File: src/rtl/sram_arbiter.sv
// sram_arbiter: round-robin arbiter sharing one asynchronous SRAM between a CPU port and a program-loader port
module sram_arbiter #(
  parameter int WAIT_CYCLES = 2
) (
  input  logic        Clk,
  input  logic        Reset,
  input  logic        cpu_req,
  input  logic        cpu_we,
  input  logic [15:0] cpu_addr,
  input  logic [15:0] cpu_wdata,
  output logic [15:0] cpu_rdata,
  output logic        cpu_done,
  input  logic        ld_req,
  input  logic        ld_we,
  input  logic [15:0] ld_addr,
  input  logic [15:0] ld_wdata,
  output logic [15:0] ld_rdata,
  output logic        ld_done,
  output logic        Mem_CE,
  output logic        Mem_UB,
  output logic        Mem_LB,
  output logic        Mem_OE,
  output logic        Mem_WE,
  output logic [15:0] Mem_ADDR,
  output logic [15:0] Data_to_SRAM,
  output logic        Data_oe,
  input  logic [15:0] Data_from_SRAM,
  output logic        busy
);
  typedef enum logic [1:0] {IDLE, READ, WRITE, DONE} state_t;
  state_t      state, state_next;
  logic [3:0]  cnt;
  logic        last_ld;
  logic        sel_ld;
  logic [15:0] addr_q;
  logic [15:0] wdata_q;
  logic        grant_ld;
  logic        start;
  logic        last_cycle;
  // Loader wins only when it is alone or the CPU was served last.
  assign grant_ld   = ld_req && (!cpu_req || !last_ld);
  assign start      = state == IDLE && (cpu_req || ld_req);
  assign last_cycle = cnt == 4'd1;
  assign Mem_ADDR     = addr_q;
  assign Data_to_SRAM = wdata_q;
  // State register.
  always_ff @(posedge Clk) begin
    if (Reset) state <= IDLE;
    else state <= state_next;
  end
  // Grant bookkeeping: latch the winner's request fields and arm the strobe counter.
  always_ff @(posedge Clk) begin
    if (Reset) begin
      cnt     <= 4'd0;
      last_ld <= 1'b1;
      sel_ld  <= 1'b0;
      addr_q  <= 16'h0000;
      wdata_q <= 16'h0000;
    end else if (start) begin
      cnt     <= 4'(WAIT_CYCLES);
      last_ld <= grant_ld;
      sel_ld  <= grant_ld;
      addr_q  <= grant_ld ? ld_addr : cpu_addr;
      wdata_q <= grant_ld ? ld_wdata : cpu_wdata;
    end else if (state == READ || state == WRITE) begin
      cnt <= cnt - 4'd1;
    end
  end
  // Read data lands in the granted port's register on the final strobe cycle.
  always_ff @(posedge Clk) begin
    if (Reset) begin
      cpu_rdata <= 16'h0000;
      ld_rdata  <= 16'h0000;
    end else if (state == READ && last_cycle) begin
      cpu_rdata <= sel_ld ? cpu_rdata : Data_from_SRAM;
      ld_rdata  <= sel_ld ? Data_from_SRAM : ld_rdata;
    end
  end
  // Next state and SRAM strobes; everything idles high unless an access is in flight.
  always_comb begin
    state_next = state;
    Mem_CE     = 1'b1;
    Mem_OE     = 1'b1;
    Mem_WE     = 1'b1;
    Mem_UB     = 1'b1;
    Mem_LB     = 1'b1;
    Data_oe    = 1'b0;
    cpu_done   = 1'b0;
    ld_done    = 1'b0;
    busy       = state != IDLE;
    case (state)
      IDLE: state_next = start ? ((grant_ld ? ld_we : cpu_we) ? WRITE : READ) : IDLE;
      READ: begin
        Mem_CE     = 1'b0;
        Mem_OE     = 1'b0;
        Mem_UB     = 1'b0;
        Mem_LB     = 1'b0;
        state_next = last_cycle ? DONE : READ;
      end
      WRITE: begin
        Mem_CE     = 1'b0;
        Mem_WE     = 1'b0;
        Mem_UB     = 1'b0;
        Mem_LB     = 1'b0;
        Data_oe    = 1'b1;
        state_next = last_cycle ? DONE : WRITE;
      end
      DONE: begin
        cpu_done   = !sel_ld;
        ld_done    = sel_ld;
        state_next = IDLE;
      end
      default: state_next = IDLE;
    endcase
  end
endmodule

File: config.mk
export PLATFORM = sky130hd
export DESIGN_NAME = sram_arbiter
export DESIGN_NICKNAME = d
export VERILOG_FILES = /design/src/rtl/sram_arbiter.sv
export SDC_FILE = /design/constraint.sdc
export NUM_CORES = 1
export LEC_CHECK = 0
export BUFFER_PORTS_ARGS = -buffer_cell sky130_fd_sc_hd__buf_2
export CAP_MARGIN = 20
export CORE_ASPECT_RATIO = 1.5
export CORE_MARGIN = 2
export CORE_UTILIZATION = 49
export CTS_BUF_LIST = sky130_fd_sc_hd__clkbuf_4 sky130_fd_sc_hd__clkbuf_8 sky130_fd_sc_hd__clkbuf_16
export CTS_CLUSTER_SIZE = 24
export DETAILED_ROUTE_END_ITERATION = 8
export MAX_ROUTING_LAYER = met4
export PLACE_DENSITY = 0.86
export SLEW_MARGIN = 15
export SYNTH_ARGS = -nofsm -noshare
export SYNTH_HDL_FRONTEND = slang
export SYNTH_SLANG_ARGS = --single-unit
File: constraint.sdc
create_clock -name Clk -period 4.32 [get_ports Clk]
set_input_delay 0.864 -clock Clk [delete_from_list [all_inputs] [get_ports Clk]]
set_output_delay 0.864 -clock Clk [all_outputs]
set_load 0.02 [all_outputs]
==> impl_metrics.yaml, run 1 <==
timing:
  finalSetupTns_ns: 0
  worst_slew_pin_slew_ns: 0.827
  rsz0062_at_grt: "no"
  slew_violations: 0
  slew_headroom_pct: 44.8
  setup_violations: 0
  min_period_ns: 2.32
  max_freq_ghz: 0.431
  timing.final.ws_setup_ns: 2.00
  hold_violations: 0
  period_share_pct: 53.7
  skew_ns: 0.0103
clock_tree:
  numCtsBuffers: 9
  clock_sinks: 72
  cts_resized: 0
  cts_setup_buffers: 0
  cts_buffer_depth: 2
  clockRootBuffer: "clkbuf_8"
  cts_tree: "built"
  clkLatencyLatePin_ns: 0.35
  cts.clk_slew.worst_paths_ns: 0.07
  htree_levels: 3
  cts_hold_buf: 0
run_status:
  outcome: "finished clean"
worst_setup_path:
  arrival_ns: 1.46
  path_class: "reg2out"
  slowest_delay_ns: 0.38
  cp_common_cell: "inv_1"
  critical_path.max_fanout: 6
  start_kind: "register"
  cp.required_ns: 3.46
  worstSetupEndpointType: "output port"
  critPathSlowestCell: "ha_1"
  worstPathCellList: "inv_1 > ha_1 > inv_1 > buf_2"
finish:
  utilization_pct: 66.8
  num-nets-final: 552
  syn_to_final_growth_pct: 32.5
  drive_gt1_share_pct: 39.5
  final_cell_area_um2: 4060
  fillers: 497
die:
  initial_core_util_pct: 50.4
  die_height_um: 101
  die_x_um: 68.6
  die_area_um2: 6920
  ios: 159
  core_um2: 6090
  row_count: 35
synth:
  syn_inst: 316
  synth_cell_types: 30
  seq_area_frac_synth_pct: 47.0
  yosys_warnings: 0
  synth_area_um2: 3070
  synth.net_count: 410
  synth.ff_latch_count: 72
  syn_avg_cell_area_um2: 9.70
placed_design:
  post_dp_cell_area_um2: 3800
  preCtsSetupSlack_ns: 1.60
  port_buffers: 158
  dp_hpwl_um: 5600
  gp_routability_congestion: 0.755
global_route:
  first_global_vias: 2657
  grt_pass1_wl_um: 12300
  grt_antenna_before_repair: 1
  grt_use_total_pct: 24.2
  grt_max_degree: 39
  grt_remaining_overflow: 0
hold_path:
  min_path_type: "reg2reg"
route:
  wirelength_met1_um: 3170
  wirelength_um: 7790
  drtIter0Drc: 225
  post_drt_wl_per_cell_um: 14.5
  top_layer_used: "met4"
  wl_met2_um: 3740
  first_pass_iters: 6
  route.met3.wl_um: 747
  route.vias.total: 2877
  drc: 0
  vias_per_cell: 5.35
  ant_nets: 0
power:
  power_density_nw_per_um2: 424
  power_leakage_nw: 1.84
  ir_drop_mv: 0.261
flow_run:
  max_cap_viol_count: 0
-- worst max-delay path, delay by kind of cell, from the launching register on --
family	cells	cell delay, ns
adders and majority gates	1	0.38
DFF	1	0.36
buffers and inverters	3	0.36
-- cells in the mapped netlist --
cell type	number	area (µm²)
buf_4	5	37.5
inv_1	10	37.5
a21oi_1	34	170
xor2_1	1	8.76
nand4bb_2	1	16.3
buf_2	8	40.0
a22oi_1	1	7.51
nor4bb_1	1	10.0
and4bb_2	1	12.5
o21ai_0	32	160
a32o_1	1	10.0
nand2_1	6	22.5
o21a_1	1	7.51
dfxtp_1	72	1440
ha_1	8	100
o21ai_1	5	25.0
nor2_1	6	22.5
mux2i_1	32	320
nor2b_1	1	6.26
mux2_4	1	15.0
a21boi_2	1	11.3
o2bb2ai_1	32	280
xnor2_1	2	17.5
nand3_1	33	165
and3_1	1	6.26
nor2_2	1	6.26
nor4b_1	1	8.76
and2_1	1	6.26
clkbuf_1	13	48.8
buf_6	4	45.0
-- registers in the layout, summed over array words and instances, names as in the netlist --
signal        count
Mem_ADDR         16
state             2
sel_ld            1
Data_to_SRAM     16
ld_rdata         16
cpu_rdata        16
cnt               4
last_ld           1
-- cell type report --
cell class,count,area [µm²],area share (%)
sequential,72,1440,35.5
multi-input combinational,204,1420,35.0
timing repair buffer,161,825,20.3
clock buffer,12,165,4.06
tap,74,92.6,2.28
clock inverter,4,75.1,1.85
inverter,10,37.5,0.924
antenna,1,2.50,0.0616
-- placed cells by master, fill, tap and decap left out, drive strengths merged --
master / n
mux2i: 32
nand4bb: 1
nor4bb: 1
buf: 161
diode: 1
nor2b: 1
clkbuf: 12
mux2: 1
nand3: 33
nor2: 7
o21a: 1
dfxtp: 72
and2: 1
and3: 1
ha: 8
o21ai: 37
a21boi: 1
xnor2: 2
a22oi: 1
a32o: 1
nand2: 6
and4bb: 1
bufinv: 2
inv: 10
nor4b: 1
clkinvlp: 2
a21oi: 34
o2bb2ai: 32
xor2: 1
-- logic make-up after synthesis --
kind of cell	after synthesis	synth area share, %
mux	33	10.9
flops	72	47.0
simple gates	53	9.22
fa+ha+maj	8	3.26
compound gates	107	21.9
buf+inv	40	6.81
xor+xnor	3	0.857
-- final timing paths --
kind                                                    start                             to  slack [ns]  depth (start not counted)
worst min-delay path            Data_to_SRAM[10]$_SDFFE_PP0P_  Data_to_SRAM[10]$_SDFFE_PP0P_        0.46                          1
worst max-delay path                      state[0]$_SDFF_PP0_                         Mem_UB        2.00                          4
worst max register to register            state[1]$_SDFF_PP0_     cpu_rdata[13]$_SDFFE_PP0P_        2.30                          5
worst min register to register  Data_to_SRAM[10]$_SDFFE_PP0P_  Data_to_SRAM[10]$_SDFFE_PP0P_        0.46                          1
-- where the power goes --
group | total, W | switching, W | internal (W)
Combinational | 0.000346 | 0.000210 | 0.000136
Sequential | 0.000756 | 0.0000412 | 0.000715
Clock | 0.000620 | 0.000248 | 0.000372
Total | 0.00172 | 0.000499 | 0.00122
-- per-stage QoR --
step | hold WS [ns] | power [W] | cells
after floorplan | 0.511 | 0.000996 | 316
after global placement | 0.440 | 0.00110 | 519
after detailed placement | 0.443 | 0.00111 | 520
after CTS | 0.464 | 0.00173 | 536
after global routing | 0.483 | 0.00180 | 538
final | 0.460 | 0.00172 | 538
-- layer usage --
layer	vias to the layer above	global-route usage (%)
met2	145	37.9
met4	0	10.0
met3	12	7.37
met1	1296	28.3
met5	-	-
li1	1424	-
No activity file was read; power rests on OpenSTA's default activity.
==> inputs of run 2 (changes only) <==
--- a/config.mk
+++ b/config.mk
@@ -9,12 +9,12 @@
 export CAP_MARGIN = 20
 export CORE_ASPECT_RATIO = 1.5
 export CORE_MARGIN = 2
-export CORE_UTILIZATION = 49
+export CORE_UTILIZATION = 45
 export CTS_BUF_LIST = sky130_fd_sc_hd__clkbuf_4 sky130_fd_sc_hd__clkbuf_8 sky130_fd_sc_hd__clkbuf_16
 export CTS_CLUSTER_SIZE = 24
 export DETAILED_ROUTE_END_ITERATION = 8
 export MAX_ROUTING_LAYER = met4
-export PLACE_DENSITY = 0.86
+export PLACE_DENSITY = 0.8
 export SLEW_MARGIN = 15
 export SYNTH_ARGS = -nofsm -noshare
 export SYNTH_HDL_FRONTEND = slang
==> constraint.sdc (replaced) <==
create_clock -name Clk -period 2.4 [get_ports Clk]
set_input_delay 0.48 -clock Clk [delete_from_list [all_inputs] [get_ports Clk]]
set_output_delay 0.48 -clock Clk [all_outputs]
set_load 0.02 [all_outputs]
==> impl_metrics.yaml, run 2 (synthesis results as in run 1) <==
clock_tree:
  cts_tree: "built"
  clkLatencyLatePin_ns: 0.33
  clock_sinks: 72
  cts_buffer_depth: 2
  htree_levels: 3
  clockRootBuffer: "clkbuf_8"
  cts_hold_buf: 0
  cts_setup_buffers: 0
  cts.clk_slew.worst_paths_ns: 0.07
  cts_resized: 0
  numCtsBuffers: 9
finish:
  drive_gt1_share_pct: 39.6
  syn_to_final_growth_pct: 30.8
  antennaDiodeCount: 0
  num-nets-final: 555
  fin_cells: 541
  final_cell_mix: "buf_2, dfxtp_1, a21oi_1"
  final_common_cell: "buf_2"
hold_path:
  holdPathStages: 3
  min_path_type: "in2reg"
route:
  ant_nets: 0
  drc: 0
  route.vias.total: 2914
  drtIter0Drc: 120
  vias_per_cell: 5.39
  wirelength_um: 7850
  post_drt_wl_per_cell_um: 14.5
  first_pass_iters: 4
power:
  power_leakage_nw: 1.83
  p_clk_share_pct: 29.3
  p_switching_w: 0.000852
  pwr-share-seq_pct: 47.8
  swShare_pct: 30.3
  ir_drop_mv: 0.390
  internal_power_w: 0.00196
  combPwrFrac_pct: 22.9
  power_density_nw_per_um2: 701
timing:
  rsz0062_at_grt: "no"
  skew_ns: 0.00849
  finalSetupTns_ns: 0
  min_period_ns: 1.94
  hold_violations: 0
  slew_violations: 0
  setup_violations: 0
  max_freq_ghz: 0.516
  period_share_pct: 80.7
  worst_slew_pin_slew_ns: 0.851
  slew_headroom_pct: 43.2
die:
  ios: 159
  row_count: 36
  die_x_um: 71.4
  die_area_um2: 7510
  initial_core_util_pct: 47.0
  die_height_um: 105
  core_um2: 6530
worst_setup_path:
  cp_common_cell: "inv_1"
  worstSetupEndpointType: "output port"
  cp.depth: 4
  crit_buf_inv: 3
  worstPathCellList: "inv_1 > ha_1 > inv_1 > buf_2"
  cp_top_family: "adder cells"
  arrival_ns: 1.46
  rr_worst_depth: 5
  slowest_delay_ns: 0.39
  critical_path.max_fanout: 6
  cp.required_ns: 1.92
  critPathSlowestCell: "ha_1"
  path_class: "reg2out"
  start_kind: "register"
global_route:
  grt_max_degree: 37
  grt_pass1_wl_um: 12600
  grt_use_total_pct: 21.6
  grt_antenna_before_repair: 0
  first_global_vias: 2803
  grt_remaining_overflow: 0
placed_design:
  port_buffers: 158
  dp_hpwl_um: 5710
  placed_cells: 526
  gp_routability_congestion: 0.779
run_status:
  outcome: "finished clean"
flow_run:
  max_cap_viol_count: 0
run 2: changes by cell type in the layout (fill, tap and decap cells not counted), moves of 2 or more:
cell        previous run  this run
clkbuf_4               0         5
clkinvlp_4             2         0
buf_4                  1         5
clkbuf_8              12         9
bufinv_16              2         0
run 2: final cells by class:
| type | instances | area [µm²] |
|---|---|---|
| Sequential cell | 72 | 1440 |
| Multi-Input combinational cell | 204 | 1420 |
| Timing Repair Buffer | 164 | 848 |
| Clock inverter | 1 | 5.00 |
| Clock buffer | 14 | 161 |
| Inverter | 10 | 37.5 |
| Fill cell | 556 | 2520 |
| Tap cell | 76 | 95.1 |
run 2: worst min-delay path, delay by kind of cell:
family / cells / cell delay, ns
buffers and inverters: 1 / 0.10
and+or+nand+nor: 1 / 0.06
AOI/OAI and AO/OA: 1 / 0.05
run 2: path summary, 6_finish.rpt:
| path | start | endpoint | slack, ns |
|---|---|---|---|
| hold reg to reg | Mem_ADDR[13]$_SDFFE_PP0P_ | Mem_ADDR[13]$_SDFFE_PP0P_ | 0.46 |
| setup / recovery | state[0]$_SDFF_PP0_ | Mem_CE | 0.46 |
| hold / removal | Data_from_SRAM[9] | cpu_rdata[9]$_SDFFE_PP0P_ | 0.41 |
| setup reg to reg | state[1]$_SDFF_PP0_ | cpu_rdata[1]$_SDFFE_PP0P_ | 0.66 |
run 2: layer usage:
metal / up-vias / GRT usage, % / part of all wire, % / wire [µm]
li1: 1435 / - / - / -
met3: 7 / 3.47 / 7.8 / 613
met2: 161 / 34.7 / 50 / 3910
met5: - / - / 0 / 0
met1: 1311 / 26.0 / 41 / 3210
met4: 0 / 10.6 / 1.4 / 108
run 2: through the flow:
step	total power, W	hold WS [ns]	utilization [%]	setup slack (ns)	instance area (µm²)
detailed placement	0.00202	0.442	58.9	0.681	3850
CTS	0.00285	0.389	61.4	0.426	4010
global route	0.00295	0.409	61.4	0.338	4010
finish	0.00281	0.412	61.4	0.463	4010
floorplan	0.00179	0.511	-	0.777	3070
global placement	0.00200	0.440	58.9	0.752	3850
run 2: power by group through the flow:
stage	Sequential, W	Combinational (W)	Clock [W]
after floorplan	0.00145	0.000339	0
after global placement	0.00137	0.000637	0
after detailed placement	0.00137	0.000650	0
after CTS	0.00134	0.000650	0.000852
after global routing	0.00135	0.000702	0.000899
final	0.00134	0.000644	0.000825
==> inputs of run 3 (changes only) <==
==> constraint.sdc (replaced) <==
create_clock -name Clk -period 1.9 [get_ports Clk]
set_input_delay 0.38 -clock Clk [delete_from_list [all_inputs] [get_ports Clk]]
set_output_delay 0.38 -clock Clk [all_outputs]
set_load 0.02 [all_outputs]
==> impl_metrics.yaml, run 3 (synthesis results as in run 1) <==
timing:
  rsz0062_at_grt: "no"
  skew_ns: 0.00744
  timing.final.ws_setup_ns: 0.0947
  worst_slew_pin_slew_ns: 0.489
  period_share_pct: 95.0
  finalSetupTns_ns: 0
  max_freq_ghz: 0.554
  slew_headroom_pct: 67.4
  slew_violations: 0
  min_period_ns: 1.81
  hold_violations: 0
  setup_violations: 0
worst_setup_path:
  arrival_ns: 1.43
  critical_path.max_fanout: 6
  path_class: "reg2out"
  critPathSlowestCell: "ha_2"
  worstSetupEndpointType: "output port"
  cp_top_family: "adder cells"
  cp_common_cell: "inv_1"
  start_kind: "register"
  r2r-start: "state[1]$_SDFF_PP0_"
  worstPathCellList: "inv_1 > ha_2 > inv_1 > buf_2"
  crit_buf_inv: 3
  cp.required_ns: 1.52
  slowest_delay_ns: 0.39
  startpoint: "state[1]$_SDFF_PP0_"
finish:
  final_common_cell: "buf_2"
  final_cell_mix: "buf_2, dfxtp_1, a21oi_1"
  utilization_pct: 62.8
  syn_to_final_growth_pct: 33.8
  num-nets-final: 558
  antennaDiodeCount: 0
  drive_gt1_share_pct: 40.3
  fillers: 564
clock_tree:
  cts_hold_buf: 0
  cts_buffer_depth: 2
  cts.clk_slew.worst_paths_ns: 0.07
  clkLatencyLatePin_ns: 0.34
  cts_tree: "built"
  clockRootBuffer: "clkbuf_8"
  htree_levels: 3
  clock_sinks: 72
  numCtsBuffers: 9
route:
  post_drt_wl_per_cell_um: 14.1
  drc: 0
  route.vias.total: 2898
  wirelength_um: 7710
  first_pass_iters: 4
  vias_per_cell: 5.32
  ant_nets: 0
  drtIter0Drc: 113
power:
  ir_drop_mv: 0.567
  power_leakage_nw: 1.88
  pwr-share-seq_pct: 45.3
  p_switching_w: 0.00111
  internal_power_w: 0.00266
  swShare_pct: 29.4
  power_density_nw_per_um2: 918
  combPwrFrac_pct: 21.9
  p_clk_share_pct: 32.7
placed_design:
  preCtsSetupSlack_ns: 0.297
  gp_routability_congestion: 0.758
  dp_hpwl_um: 5740
  port_buffers: 158
die:
  die_height_um: 105
  initial_core_util_pct: 47.0
  row_count: 36
  die_x_um: 71.4
  die_area_um2: 7510
  core_um2: 6530
  ios: 159
global_route:
  first_global_vias: 2756
  grt_pass1_wl_um: 12700
  grt_antenna_before_repair: 0
  grt_max_degree: 34
  grt_remaining_overflow: 0
  grt_use_total_pct: 22.0
hold_path:
  min-delay-start: "Reset"
  min_path_type: "in2reg"
run_status:
  outcome: "finished clean"
flow_run:
  max_cap_viol_count: 0
run 3: cell types whose count changed in the layout (fill, tap and decap cells not counted), sizes merged:
cell | before | now
bufinv | 0 | 1
clkinv | 1 | 2
clkbuf | 14 | 13
buf | 164 | 167
run 3: timing repair:
| item | 4_1_cts | 5_1_grt |
|---|---|---|
| endpoints found under the setup margin | 0 | 3 |
| gates resized for setup | 0 | 1 |
| setup buffers | 0 | 0 |
run 3: metal layers:
layer  track usage (%)  share of wire, %
met5                 -                 0
met4              9.03               2.1
met3              5.98               8.1
met2              34.3                47
met1              26.4                43
run 3: cell type report:
| type | count | area, µm² | share of cell area [%] |
|---|---|---|---|
| flip-flops and latches | 72 | 1440 | 35.1 |
| multi-input cells | 204 | 1430 | 34.8 |
| repair buffers | 167 | 896 | 21.8 |
| clock buffers | 13 | 166 | 4.06 |
| well taps | 76 | 95.1 | 2.32 |
| clock inverters | 3 | 40.0 | 0.976 |
| inverters | 10 | 37.5 | 0.915 |
run 3: power by group through the flow:
stage                     registers (W)  clock network (W)  logic [W]
after global routing            0.00172            0.00134   0.000905
after detailed placement        0.00174                  0   0.000831
after floorplan                 0.00184                  0   0.000428
after global placement          0.00174                  0   0.000805
final                           0.00171            0.00123   0.000826
after CTS                       0.00171            0.00126   0.000831
run 3: worst paths after layout:
check	to	slack, ns	depth (start not counted)
setup reg to reg	ld_rdata[1]$_SDFFE_PP0P_	0.29	6
hold reg to reg	Data_to_SRAM[12]$_SDFFE_PP0P_	0.46	1
setup / recovery	Mem_UB	0.09	4
hold / removal	cnt[1]$_SDFFE_PP0P_	0.28	2
run 3: metrics by stage:
stage / total power [W] / instances / hold WS (ns) / area [µm²]
after floorplan: 0.00226 / 316 / 0.511 / 3070
after global placement: 0.00254 / 529 / 0.439 / 3890
after detailed placement: 0.00257 / 529 / 0.442 / 3890
after CTS: 0.00380 / 545 / 0.267 / 4100
after global routing: 0.00397 / 545 / 0.270 / 4100
final: 0.00376 / 545 / 0.283 / 4100
